--- src/rtl/pc_redirect_ctrl_pkg.sv ---
// ---------------------------------------------------------------------------
// pc_redirect_ctrl_pkg
// Shared definitions for the PC redirect path:
//   - state_e : redirect FSM state encodings
//   - PC_INC  : sequential fetch increment (bytes per instruction)
// ---------------------------------------------------------------------------
package pc_redirect_ctrl_pkg;

  typedef enum logic [1:0] {
    ST_IDLE     = 2'd0,
    ST_REDIRECT = 2'd1,
    ST_SQUASH   = 2'd2
  } state_e;

  localparam logic [31:0] PC_INC = 32'd4;

endpackage

--- src/rtl/pc_redirect_ctrl_branch_target_calc.sv ---
// ---------------------------------------------------------------------------
// branch_target_calc
// Purely combinational redirect target generator. Kept separate so the
// same block can be instantiated for early branch resolution in ID.
//
// Ports:
//   ex_pc      in  32  PC of the resolving instruction
//   ex_imm     in  32  sign-extended branch word offset
//   ex_jtarget in  26  jump word-index field
//   ex_jump    in  1   select jump target instead of branch target
//   target     out 32  redirect target
// ---------------------------------------------------------------------------
module branch_target_calc
  import pc_redirect_ctrl_pkg::*;
(
  input  logic [31:0] ex_pc,
  input  logic [31:0] ex_imm,
  input  logic [25:0] ex_jtarget,
  input  logic        ex_jump,
  output logic [31:0] target
);

  logic        [31:0] pc4;
  logic signed [31:0] imm_s;
  logic signed [31:0] br_off;
  logic        [31:0] br_target;
  logic        [31:0] j_target;

  always_comb begin
    pc4       = ex_pc + PC_INC;
    imm_s     = ex_imm;
    // Word offset to byte offset; arithmetic shift keeps the sign and the
    // sum wraps modulo 2^32, so backward branches below 0 wrap silently.
    br_off    = imm_s <<< 2;
    br_target = pc4 + br_off;
    // Jumps stay inside the 256 MB region of the delay-slot PC.
    j_target  = {pc4[31:28], ex_jtarget, 2'b00};
    target    = ex_jump ? j_target : br_target;
  end

endmodule

--- src/rtl/pc_redirect_ctrl.sv ---
// ---------------------------------------------------------------------------
// pc_redirect_ctrl
// Resolves branches/jumps from EX, drives the fetch PC mux (PCnew/PCsel),
// sequences the IF/ID and ID/EX flushes after a taken redirect, holds the
// redirect while fetch is stalled and keeps saturating branch statistics.
//
// Ports:
//   clk, rst              clock, asynchronous active-high reset
//   ex_valid              EX holds a valid instruction
//   ex_branch, ex_bne     conditional branch, sense (1 = BNE, 0 = BEQ)
//   ex_jump               unconditional jump (wins over ex_branch)
//   ex_zero               ALU zero flag
//   ex_pc, ex_imm         instruction PC, sign-extended word offset
//   ex_jtarget            jump word-index field
//   if_stall              fetch cannot accept a new PC this cycle
//   clr_cnt               synchronous clear of both counters
//   PCnew, PCsel          registered redirect target / select
//   flush_ifid,flush_idex registered pipeline squashes
//   branch_cnt, taken_cnt saturating statistics counters
// ---------------------------------------------------------------------------
module pc_redirect_ctrl
  import pc_redirect_ctrl_pkg::*;
#(
  parameter int CNT_W = 16
) (
  input  logic             clk,
  input  logic             rst,
  input  logic             ex_valid,
  input  logic             ex_branch,
  input  logic             ex_bne,
  input  logic             ex_jump,
  input  logic             ex_zero,
  input  logic [31:0]      ex_pc,
  input  logic [31:0]      ex_imm,
  input  logic [25:0]      ex_jtarget,
  input  logic             if_stall,
  input  logic             clr_cnt,
  output logic [31:0]      PCnew,
  output logic             PCsel,
  output logic             flush_ifid,
  output logic             flush_idex,
  output logic [CNT_W-1:0] branch_cnt,
  output logic [CNT_W-1:0] taken_cnt
);

  function automatic logic [CNT_W-1:0] sat_inc(input logic [CNT_W-1:0] v);
    logic [CNT_W-1:0] one;
    one = {{(CNT_W-1){1'b0}}, 1'b1};
    return (&v) ? v : v + one;
  endfunction

  state_e      state_q;
  state_e      state_d;
  logic        taken;
  logic        resolved;
  logic        sample_ex;
  logic [31:0] target;
  logic        pcsel_d;
  logic        flush_ifid_d;
  logic        flush_idex_d;

  branch_target_calc u_target (
    .ex_pc      (ex_pc),
    .ex_imm     (ex_imm),
    .ex_jtarget (ex_jtarget),
    .ex_jump    (ex_jump),
    .target     (target)
  );

  // EX contents are only trusted in IDLE; during REDIRECT/SQUASH the
  // instruction in EX is on the wrong path.
  always_comb begin
    sample_ex = (state_q == ST_IDLE);
    taken     = ex_valid & ((ex_branch & (ex_zero ^ ex_bne)) | ex_jump);
    resolved  = ex_valid & (ex_branch | ex_jump);
  end

  // State register
  always_ff @(posedge clk or posedge rst) begin
    if (rst) begin
      state_q <= ST_IDLE;
    end else begin
      state_q <= state_d;
    end
  end

  // Next-state logic
  always_comb begin
    state_d = state_q;
    case (state_q)
      ST_IDLE:     state_d = taken ? ST_REDIRECT : ST_IDLE;
      ST_REDIRECT: state_d = if_stall ? ST_REDIRECT : ST_SQUASH;
      ST_SQUASH:   state_d = ST_IDLE;
      default:     state_d = ST_IDLE;
    endcase
  end

  // Output decode of the next state, so the flops below present the
  // outputs for the state being entered (registered, glitch-free).
  always_comb begin
    pcsel_d      = 1'b0;
    flush_ifid_d = 1'b0;
    flush_idex_d = 1'b0;
    case (state_d)
      ST_REDIRECT: begin
        pcsel_d      = 1'b1;
        flush_ifid_d = 1'b1;
        flush_idex_d = 1'b1;
      end
      ST_SQUASH: flush_idex_d = 1'b1;
      default: ;
    endcase
  end

  // Registered outputs and redirect target
  always_ff @(posedge clk or posedge rst) begin
    if (rst) begin
      PCsel      <= 1'b0;
      flush_ifid <= 1'b0;
      flush_idex <= 1'b0;
      PCnew      <= 32'h0000_0000;
    end else begin
      PCsel      <= pcsel_d;
      flush_ifid <= flush_ifid_d;
      flush_idex <= flush_idex_d;
      // Target is captured once on entry and held until the redirect is
      // accepted, so fetch sees a stable PCnew for the whole PCsel pulse.
      if (sample_ex && taken) begin
        PCnew <= target;
      end
    end
  end

  // Statistics counters
  always_ff @(posedge clk or posedge rst) begin
    if (rst) begin
      branch_cnt <= '0;
      taken_cnt  <= '0;
    end else if (clr_cnt) begin
      branch_cnt <= '0;
      taken_cnt  <= '0;
    end else if (sample_ex) begin
      if (resolved) begin
        branch_cnt <= sat_inc(branch_cnt);
      end
      if (taken) begin
        taken_cnt <= sat_inc(taken_cnt);
      end
    end
  end

endmodule

--- config.mk ---
export PLATFORM = sky130hd
export DESIGN_NAME = pc_redirect_ctrl
export DESIGN_NICKNAME = d
export VERILOG_FILES = /design/src/rtl/pc_redirect_ctrl_pkg.sv /design/src/rtl/pc_redirect_ctrl_branch_target_calc.sv /design/src/rtl/pc_redirect_ctrl.sv
export SDC_FILE = /design/constraint.sdc
export NUM_CORES = 1
export LEC_CHECK = 0
export CAP_MARGIN = 40
export CORE_ASPECT_RATIO = 0.9
export CORE_MARGIN = 1.5
export CORE_UTILIZATION = 56
export DETAILED_ROUTE_END_ITERATION = 10
export DONT_BUFFER_PORTS = 1
export MAX_ROUTING_LAYER = met4
export PLACE_DENSITY_LB_ADDON = 0.05
export SYNTH_ARGS = -nofsm -noshare
export SYNTH_HDL_FRONTEND = slang
export SYNTH_HIERARCHICAL = 1
export SYNTH_SLANG_ARGS = --single-unit
--- constraint.sdc ---
create_clock -name clk -period 2.9 [get_ports clk]
set_clock_uncertainty 0.15 [all_clocks]
set_input_delay 0 -clock clk [delete_from_list [all_inputs] [get_ports clk]]
set_output_delay 0 -clock clk [all_outputs]
set_load 0.02 [all_outputs]
==> results.toml, run 1 <==
[final_layout]
multiInputGateArea_um2 = 4030
seq_area_um2 = 1700
fin_util_pct = 70.0
final_nets = 959
area_growth_pct = 21.6
drive_above_1_share_pct = 16.1
nFillCells = 832

[setup_path]
critPathMaxStageDelay_ns = 0.41
cp_cell_sequence = "and4_4 -> nand3_2 -> or3_4 -> nor3_1 -> xor2_1 -> ha_1 -> nand4_1 -> a211oi_1 -> a21oi_1 -> o21ai_0 -> nor3_1 -> nor3_2 -> xnor2_1 -> nand2_1 -> nand2_1"
critical_path.max_fanout = 5
cp_data_arrival_time_ns = 2.93
reg2reg_slack_ns = 0.16
r2r_end = "branch_cnt[9]$_DFFE_PP0P_"
critical_path.startpoint = "ex_pc[9]"
r2r_cells = 6
endpoint_kind = "register"
start_kind = "input pin"
crit_path_end = "PCnew[31]$_DFFE_PP0P_"
cp_slowest_cell = "or3_4"
rr_startpoint = "branch_cnt[0]$_DFFE_PP0P_"
cp.required_ns = 3.02
critical_path_class = "in2reg"

[global_routing]
grt_start_max_net_pins = 69
grt_antenna_before_repair = 1
grt_pass1_wl_um = 27600
grt_usage_pct = 31.0
grt-ovfl-total = 0
grt_pass1_vias = 5668

[yosys]
yosysSeqAreaShare_pct = 28.8
synth_fp_nets = 876
syn_area_um2 = 5900
ys_top_cells_by_area = "dfrtp_1, nand2_1, ha_1, xnor2_1, a21oi_1"
synthFlopType = "dfrtp_1"
synth_edf_count = 0
synth_cell_types = 72
synth_top_cell_by_area = "dfrtp_1"
synth_warnings = 6
synth_area_per_cell_um2 = 7.99
synth_common_cells = "nand2_1, dfrtp_1, a21oi_1"
synth_seq_cells = 68
yosysMostFrequentCell = "nand2_1"
synth_top_area_share_pct = 28.8
async_flop_share_pct = 100
synthCells = 738

[clocking]
cts.sinks = 68
cts_tree = "done"
path_clk_slew_ns = 0.06
htreeDepth = 3
cts-buffers-inserted = 9
worstSkewPairLatency_ns = 0.32
clock_path_buffers = 2
post-cts-setup-buffers = 0
root_buffer = "clkbuf_16"

[route]
drt_iter0_drc = 599
route.detailed.drc = 0
avgRoutedWirePerCell_um = 17.8
via_per_inst = 6.15
final_antenna_net_count = 0
vias = 5884
finalWirelength_um = 17000
first_pass_iters = 5

[timing]
layout_min_cycle_time_ns = 2.81
hold_viol_final = 0
setup_viol = 0
fmax_mhz = 356
maxSlewViolCount = 0
max_slew_margin_pct = 40.3
worstMarginPinSlew_ns = 0.890
layout_setup_ws_ns = 0.0910
rsz0062_at_grt = "true"
finalCritPeriodShare_pct = 96.9

[job]
maxCapViolCount = 0

[min_path]
min_from = "ex_jump"
hp-class = "in2reg"

[power_and_ir_drop]
ir_drop_v = 0.000468
powerDensity_nw_per_um2 = 498
fin_total_pwr_mw = 3.57
leakage_nw = 3.18

[floorplanning]
die_area_um2 = 11200
num_io_pins = 166
core_region_area_um2 = 10200
fp.dieH_um = 100
start_util_pct = 57.6
num_rows = 35
die_w_um = 111

[place]
dp_slack_ns = -0.226
gp_congestion = 0.928
hpwl_um = 12800
io_buffers = 0

[run_status]
status = "completed"
-- worst max-delay path: cells and delay by family --
family | cells | cell delay [ns]
and+or+nand+nor | 9 | 1.61
adders and majority gates | 1 | 0.39
xor gates and xnor gates | 2 | 0.30
AOI/OAI and AO/OA | 3 | 0.63
-- kinds of logic after synthesis --
logic type	share of synthesized area (%)
adders and majority gates	8.40
DFF	28.8
xor gates and xnor gates	8.02
muxes	2.99
and+or+nand+nor	30.0
AOI/OAI and AO/OA	18.0
buffers and inverters	3.71
-- placed cells by master, fill, tap and decap left out, types with 4 or more instances in the layout --
master         netlist  layout
nand2_1            162     162
dfrtp_1             68      68
buf_4                1      66
a21oi_1             58      57
dlygate4sd3_1        0      39
o21ai_0             38      38
ha_1                38      38
xnor2_1             34      34
nor2_1              32      31
nand3_1             25      25
nand4_1             22      22
xor2_1              20      20
nor2b_1             14      14
mux2_2              13      13
inv_1               13      12
or4_1               11      11
o31ai_1             11      11
nor3_1              13      11
a21o_1              10      10
and3_1               9       9
clkbuf_16            0       9
and4_1               8       8
nor4_1               8       8
o21ai_1             10       8
a211oi_1             7       7
o21bai_1             6       6
and2_1               6       5
or3_1                4       4
nor3_2               2       4
o211ai_1             4       4
-- repair_timing --
item,CTS,global route
hold buffers,41,0
endpoints found under the hold margin,136,0
resized for setup,0,12
setup endpoints to repair,0,5
-- registers in the layout, summed over array words and instances, names as in the netlist --
name / cells
PCnew: 32
branch_cnt: 16
taken_cnt: 16
state_q: 2
flush_idex: 1
flush_ifid: 1
-- worst min-delay path by stage --
stage	depth (start not counted)	slack, ns	to
global placement	1	-0.08	branch_cnt[1]$_DFFE_PP0P_
floorplan	2	0.02	state_q[1]$_DFF_PP0_
detailed placement	1	-0.08	branch_cnt[1]$_DFFE_PP0P_
CTS	2	0.02	taken_cnt[14]$_DFFE_PP0P_
global route	2	0.04	taken_cnt[14]$_DFFE_PP0P_
finish	2	0.02	taken_cnt[14]$_DFFE_PP0P_
-- cell type report --
type,count,share of cell area [%]
Antenna cell,1,0.0349
Clock buffer,10,3.33
Clock inverter,6,0.890
Inverter,13,0.680
Multi-Input combinational cell,622,56.2
Sequential cell,68,23.7
Tap cell,129,2.25
Timing Repair Buffer,107,12.9
-- per-stage QoR --
| stage | setup TNS (ns) | cell area, µm² | cells | hold WS [ns] |
|---|---|---|---|---|
| 6_report | 0 | 7170 | 956 | 0.0163 |
| 5_1_grt | -0.0735 | 7170 | 956 | 0.0401 |
| 4_1_cts | 0 | 7130 | 955 | 0.0160 |
| 3_5_place_dp | -0.584 | 6390 | 898 | -0.0805 |
| 3_3_place_gp | -0.478 | 6390 | 898 | -0.0823 |
| 2_1_floorplan | 0 | 5900 | 738 | 0.0197 |
-- power by group --
part	switching [mW]	leakage, nW	internal [mW]
clock network	0.404	0.144	0.687
logic	0.544	2.14	0.429
registers	0.382	0.900	1.13
total	1.33	3.18	2.24
-- per-layer routing --
layer	track usage, %	part of all wire, %	wire length [µm]
met1	39.8	44	7430
met2	50.4	47	8030
met3	6.64	7.3	1240
met4	8.08	1.7	294
met5	-	0	0
Note: power is estimated with default switching activity, not from simulation.
==> run 2: changes to the inputs <==
Settings changed: SYNTH_HIERARCHICAL 1 to not set.
==> run 2 against run 1 <==
Register-to-register slack gained 0.33 ns. Routed wire length shrank 15%. Sequential share of layout area grew 2.3 points. Area after synthesis shrank 8.3%. Synthesized cell count shrank 13%. Total power shrank 6.9%. Combinational power shrank 5.3%. Worst hold slack lost 0.011 ns. Non-clock buffer count shrank 13. Utilization grew 0.78 points. Critical path type unchanged. Critical endpoint is now PCnew[28]$_DFFE_PP0P_. Largest cell class unchanged. Largest power group unchanged.
==> results.toml, run 2 <==
[timing]
setup_viol = 0
layout_min_cycle_time_ns = 2.55
finalCritPeriodShare_pct = 87.8
max_slew_margin_pct = 63.7
hold_viol_final = 0
worstMarginPinSlew_ns = 0.544
fmax_mhz = 393
tns_ns = 0
rsz0062_at_grt = "false"
maxSlewViolCount = 0

[setup_path]
r2r_end = "taken_cnt[13]$_DFFE_PP0P_"
cp_data_arrival_time_ns = 2.62
cp.required_ns = 2.97
start_kind = "input pin"
critical_path_class = "in2reg"
r2r_cells = 7
reg2reg_slack_ns = 0.49
endpoint_kind = "register"
rr_startpoint = "state_q[1]$_DFF_PP0_"
critical_path.max_fanout = 4

[route]
final_antenna_net_count = 0
drt_iter0_drc = 301
avgRoutedWirePerCell_um = 17.0
first_pass_iters = 5
finalWirelength_um = 14400
route.detailed.drc = 0
via_per_inst = 5.88
vias = 4965

[final_layout]
layout_common_cells = "dfrtp_1, nand2_1, nor2_1, a21oi_1, dlygate4sd3_1"
seq_area_um2 = 1700
finalNonFillerCells = 845
largest_register_ffs = 32
multiInputGateArea_um2 = 3560
area_growth_pct = 21.0
n_antenna_cell = 0
nFillCells = 761
reg_top3 = "PCnew (32), branch_cnt (16), taken_cnt (16)"
final_nets = 856
top_register = "PCnew"
drive_above_1_share_pct = 11.3

[yosys]
synth_warnings = 0
synthFlopType = "dfrtp_1"
synth_common_cells = "dfrtp_1, nand2_1, nor2_1"
synth_edf_count = 0
syn_area_um2 = 5410
async_flop_share_pct = 100
synth_seq_cells = 68
yosysSeqAreaShare_pct = 31.5
synth_cell_types = 59
synth_fp_nets = 779
synth_top_area_share_pct = 31.5
synth_top_cell_by_area = "dfrtp_1"
synth_area_per_cell_um2 = 8.44
synthCells = 641
ys_top_cells_by_area = "dfrtp_1, ha_1, xnor2_1, xor2_1, nand2_1"

[floorplanning]
fp.dieH_um = 96.2
core_region_area_um2 = 9250
num_rows = 33
die_w_um = 107
num_io_pins = 166
start_util_pct = 58.5
die_area_um2 = 10300

[clocking]
cts_tree = "done"
path_clk_slew_ns = 0.07
htreeDepth = 3
root_buffer = "clkbuf_8"
worstSkewPairLatency_ns = 0.34
clock_path_buffers = 2
cts.sinks = 68
cts-buffers-inserted = 9

[power_and_ir_drop]
leakage_nw = 2.90
powerDensity_nw_per_um2 = 508
ir_drop_v = 0.000376
fin_total_pwr_mw = 3.33

[job]
maxCapViolCount = 0

[global_routing]
grt-ovfl-total = 0
grt_antenna_before_repair = 0
grt_start_max_net_pins = 46
grt_pass1_wl_um = 23200
grt_pass1_vias = 4840
grt_usage_pct = 29.2

[place]
gp_congestion = 0.927
io_buffers = 0
hpwl_um = 10800
dp.cells = 778

[min_path]
hp-class = "in2async"

[run_status]
status = "completed"
## run 2: cell count changes after synthesis, moves of 10 or more
cell	delta
nand2_1	-94
nor2_1	+35
xor2_1	+20
nand3_1	+18
mux2_2	-13
nor3_1	-12
nor2b_1	-11
or4_1	-11
o31ai_1	-10
## run 2: worst max path at each step
stage / start / to / cells after the start
after floorplan: ex_pc[9] / PCnew[31]$_DFFE_PP0P_ / 15
after global placement: ex_pc[5] / PCnew[28]$_DFFE_PP0P_ / 13
after detailed placement: ex_pc[5] / PCnew[30]$_DFFE_PP0P_ / 16
after CTS: ex_pc[5] / PCnew[19]$_DFFE_PP0P_ / 14
after global routing: ex_pc[5] / PCnew[28]$_DFFE_PP0P_ / 14
final: ex_pc[5] / PCnew[28]$_DFFE_PP0P_ / 14
## run 2: final cells by class
class	count	area share [%]
Clock buffer	12	2.22
Clock inverter	4	1.11
Inverter	14	0.803
Multi-Input combinational cell	531	54.4
Sequential cell	68	26.0
Tap cell	122	2.33
Timing Repair Buffer	94	13.1
## run 2: layer usage
metal	track usage, %	vias up	wire, µm
met5	-	-	0
met4	8.00	0	222
met3	6.36	26	1030
met2	47.8	199	6730
met1	36.7	2309	6420
li1	-	2431	-
## run 2: power by group
group          total [mW]  switching (mW)  internal (mW)
sequential           1.54           0.406           1.13
combinational       0.921           0.494          0.427
clock               0.866           0.358          0.507
## run 2: worst max-delay path, stage by stage
cell      delay [ns]
and2_1          0.14
and4_1          0.20
and2_4          0.16
nand3_1         0.09
xnor2_1         0.13
ha_1            0.33
nand2_1         0.06
o21ai_0         0.30
nor2_1          0.08
a21bo_2         0.20
a41oi_1         0.17
a211oi_1        0.38
mux2i_1         0.26
nand3_1         0.09
## run 2: kinds of logic (layout without fill, tap and decap cells)
family,Yosys count,in the layout,share of synthesized area (%)
multiplexers,7,7,1.30
AO/OA/AOI/OAI,151,151,17.9
flip-flops,68,68,31.5
AND/OR/NAND/NOR,251,251,23.5
buffers and inverters,42,124,3.15
XOR/XNOR,83,83,13.6
adder cells (fa/ha/maj),39,39,9.16
## run 2: metrics by stage
step	setup slack (ns)	hold slack (ns)	utilization [%]	cell area, µm²
6_report	0.353	0.00498	70.8	6550
5_1_grt	0.0789	0.0351	70.8	6550
4_1_cts	0.0597	0.00351	70.4	6520
3_5_place_dp	0.0262	-0.210	62.7	5800
3_3_place_gp	0.0495	-0.0824	62.5	5780
2_1_floorplan	0.0188	-0.0869	-	5420
## run 2: timing repair
item	in CTS	in global routing
setup buffers	0	1
setup endpoints to repair	0	1
gates resized for setup	0	2
hold buffers	49	1
endpoints found under the hold margin	118	1
==> run 3: changes to the inputs <==
Settings changed: PLACE_DENSITY set to 0.71, PLACE_DENSITY_LB_ADDON 0.05 to not set, SKIP_CTS_REPAIR_TIMING set to 1.
==> run 3 against run 2 <==
The run now ends with negative hold slack left. Non-clock buffer count up 15. Fmax fell by 8.3%. Setup slack got worse by 0.23 ns. Critical path depth shrank 2. Count of clock-buffer cells in the layout shrank 1. Sequential cell count is the same. Design area up 1.7%. Sequential power hardly changed. Worst hold slack lost 0.0077 ns. Routed wire length is 4.6% higher. Largest power group unchanged.
==> results.toml, run 3 (synthesized netlist as in run 2, its figures left out) <==
[floorplanning]
start_util_pct = 58.5
core_region_area_um2 = 9250
num_io_pins = 166
die_w_um = 107
fp.dieH_um = 96.2
num_rows = 33
die_area_um2 = 10300

[min_path]
hp-class = "in2reg"
holdPathStages = 5
min_from = "ex_pc[29]"
whs_endpoint = "PCnew[31]$_DFFE_PP0P_"

[final_layout]
n_antenna_cell = 0
reg_top3 = "PCnew (32), branch_cnt (16), taken_cnt (16)"
largest_register_ffs = 32
area_growth_pct = 23.1
final_nets = 871
top_register = "PCnew"
layout_common_cells = "dfrtp_1, nand2_1, nor2_1, dlygate4sd3_1, a21oi_1"
drive_above_1_share_pct = 10.6
fin_util_pct = 72.0
final_area_um2 = 6660

[timing]
worstMarginPinSlew_ns = 0.776
layout_setup_ws_ns = 0.121
maxSlewViolCount = 0
setup_viol = 0
finalCritPeriodShare_pct = 95.8
max_slew_margin_pct = 48.1
fmax_mhz = 360
hold_viol_final = 1
layout_min_cycle_time_ns = 2.78
whs_ns = -0.00272

[clocking]
cts_tree = "done"
cts-buffers-inserted = 9
worstSkewPairLatency_ns = 0.34
cts.sinks = 68
root_buffer = "clkbuf_8"
htreeDepth = 3
path_clk_slew_ns = 0.08
clock_path_buffers = 2

[place]
gp_congestion = 0.931
hpwl_um = 11000
placed_area_um2 = 5780
dp_slack_ns = -0.0791
io_buffers = 0

[setup_path]
r2r_cells = 8
endpoint_kind = "register"
start_kind = "input pin"
reg2reg_slack_ns = 0.26
r2r_end = "PCnew[10]$_DFFE_PP0P_"
critical_path_class = "in2reg"
rr_startpoint = "state_q[1]$_DFF_PP0_"
critical_path.max_fanout = 4
cp.required_ns = 3.03
cp_data_arrival_time_ns = 2.91

[global_routing]
grt-ovfl-total = 0
grt_pass1_vias = 4483
grt_pass1_wl_um = 21800
grt_start_max_net_pins = 48
grt_usage_pct = 27.5
grt_antenna_before_repair = 0

[run_status]
status = "complete, but fails checks"
violations = "negative hold slack"

[route]
vias = 5071
final_antenna_net_count = 0
avgRoutedWirePerCell_um = 17.5
drt_iter0_drc = 315
route.detailed.drc = 0
finalWirelength_um = 15100
via_per_inst = 5.90
first_pass_iters = 5

[power_and_ir_drop]
leakage_nw = 2.93
powerDensity_nw_per_um2 = 494
ir_drop_v = 0.000303
fin_total_pwr_mw = 3.29

[job]
maxCapViolCount = 0
## run 3: final cells by class
cell class,instances,area [µm²]
tap,122,153
clock inverter,4,50.0
timing repair buffer,109,1010
sequential,68,1700
multi-input combinational,531,3550
clock buffer,11,141
inverter,14,52.6
fill,728,2590
## run 3: critical path, stage by stage
cell,delay (ns)
ha_1,0.33
fa_1,0.45
a21o_1,0.17
a21oi_1,0.20
buf_4,0.16
o21ai_0,0.06
a21oi_1,0.24
o21ai_0,0.16
xnor2_1,0.15
o21ai_0,0.27
dlygate4sd3_1,0.60
o21a_1,0.12
## run 3: per-stage QoR
step	setup TNS (ns)	instances
2_1_floorplan	0	641
3_5_place_dp	-0.218	777
6_report	0	859
3_3_place_gp	-0.0129	777
5_1_grt	-0.0424	859
4_1_cts	0	792
## run 3: worst max path at each step
| stage | from | endpoint | slack, ns | depth (start not counted) |
|---|---|---|---|---|
| 4_1_cts | ex_pc[5] | PCnew[28]$_DFFE_PP0P_ | 0.28 | 15 |
| 5_1_grt | ex_pc[2] | PCnew[10]$_DFFE_PP0P_ | -0.04 | 12 |
| 3_3_place_gp | ex_pc[5] | PCnew[29]$_DFFE_PP0P_ | -0.007 | 15 |
| 2_1_floorplan | ex_pc[9] | PCnew[31]$_DFFE_PP0P_ | 0.02 | 15 |
| 3_5_place_dp | ex_pc[5] | PCnew[28]$_DFFE_PP0P_ | -0.08 | 15 |
| 6_report | ex_pc[2] | PCnew[10]$_DFFE_PP0P_ | 0.12 | 12 |
## run 3: per-layer routing
metal / routed length, µm / GRT usage [%] / vias up
met3: 966 / 5.42 / 28
li1: - / - / 2461
met5: 0 / - / -
met1: 6560 / 34.4 / 2379
met2: 7240 / 45.0 / 203
met4: 293 / 9.00 / 0
## run 3: power breakdown
group | total [mW] | leakage [nW] | internal, mW | switching, mW
combinational | 0.981 | 1.95 | 0.456 | 0.524
sequential | 1.54 | 0.886 | 1.13 | 0.404
clock | 0.772 | 0.0914 | 0.415 | 0.357
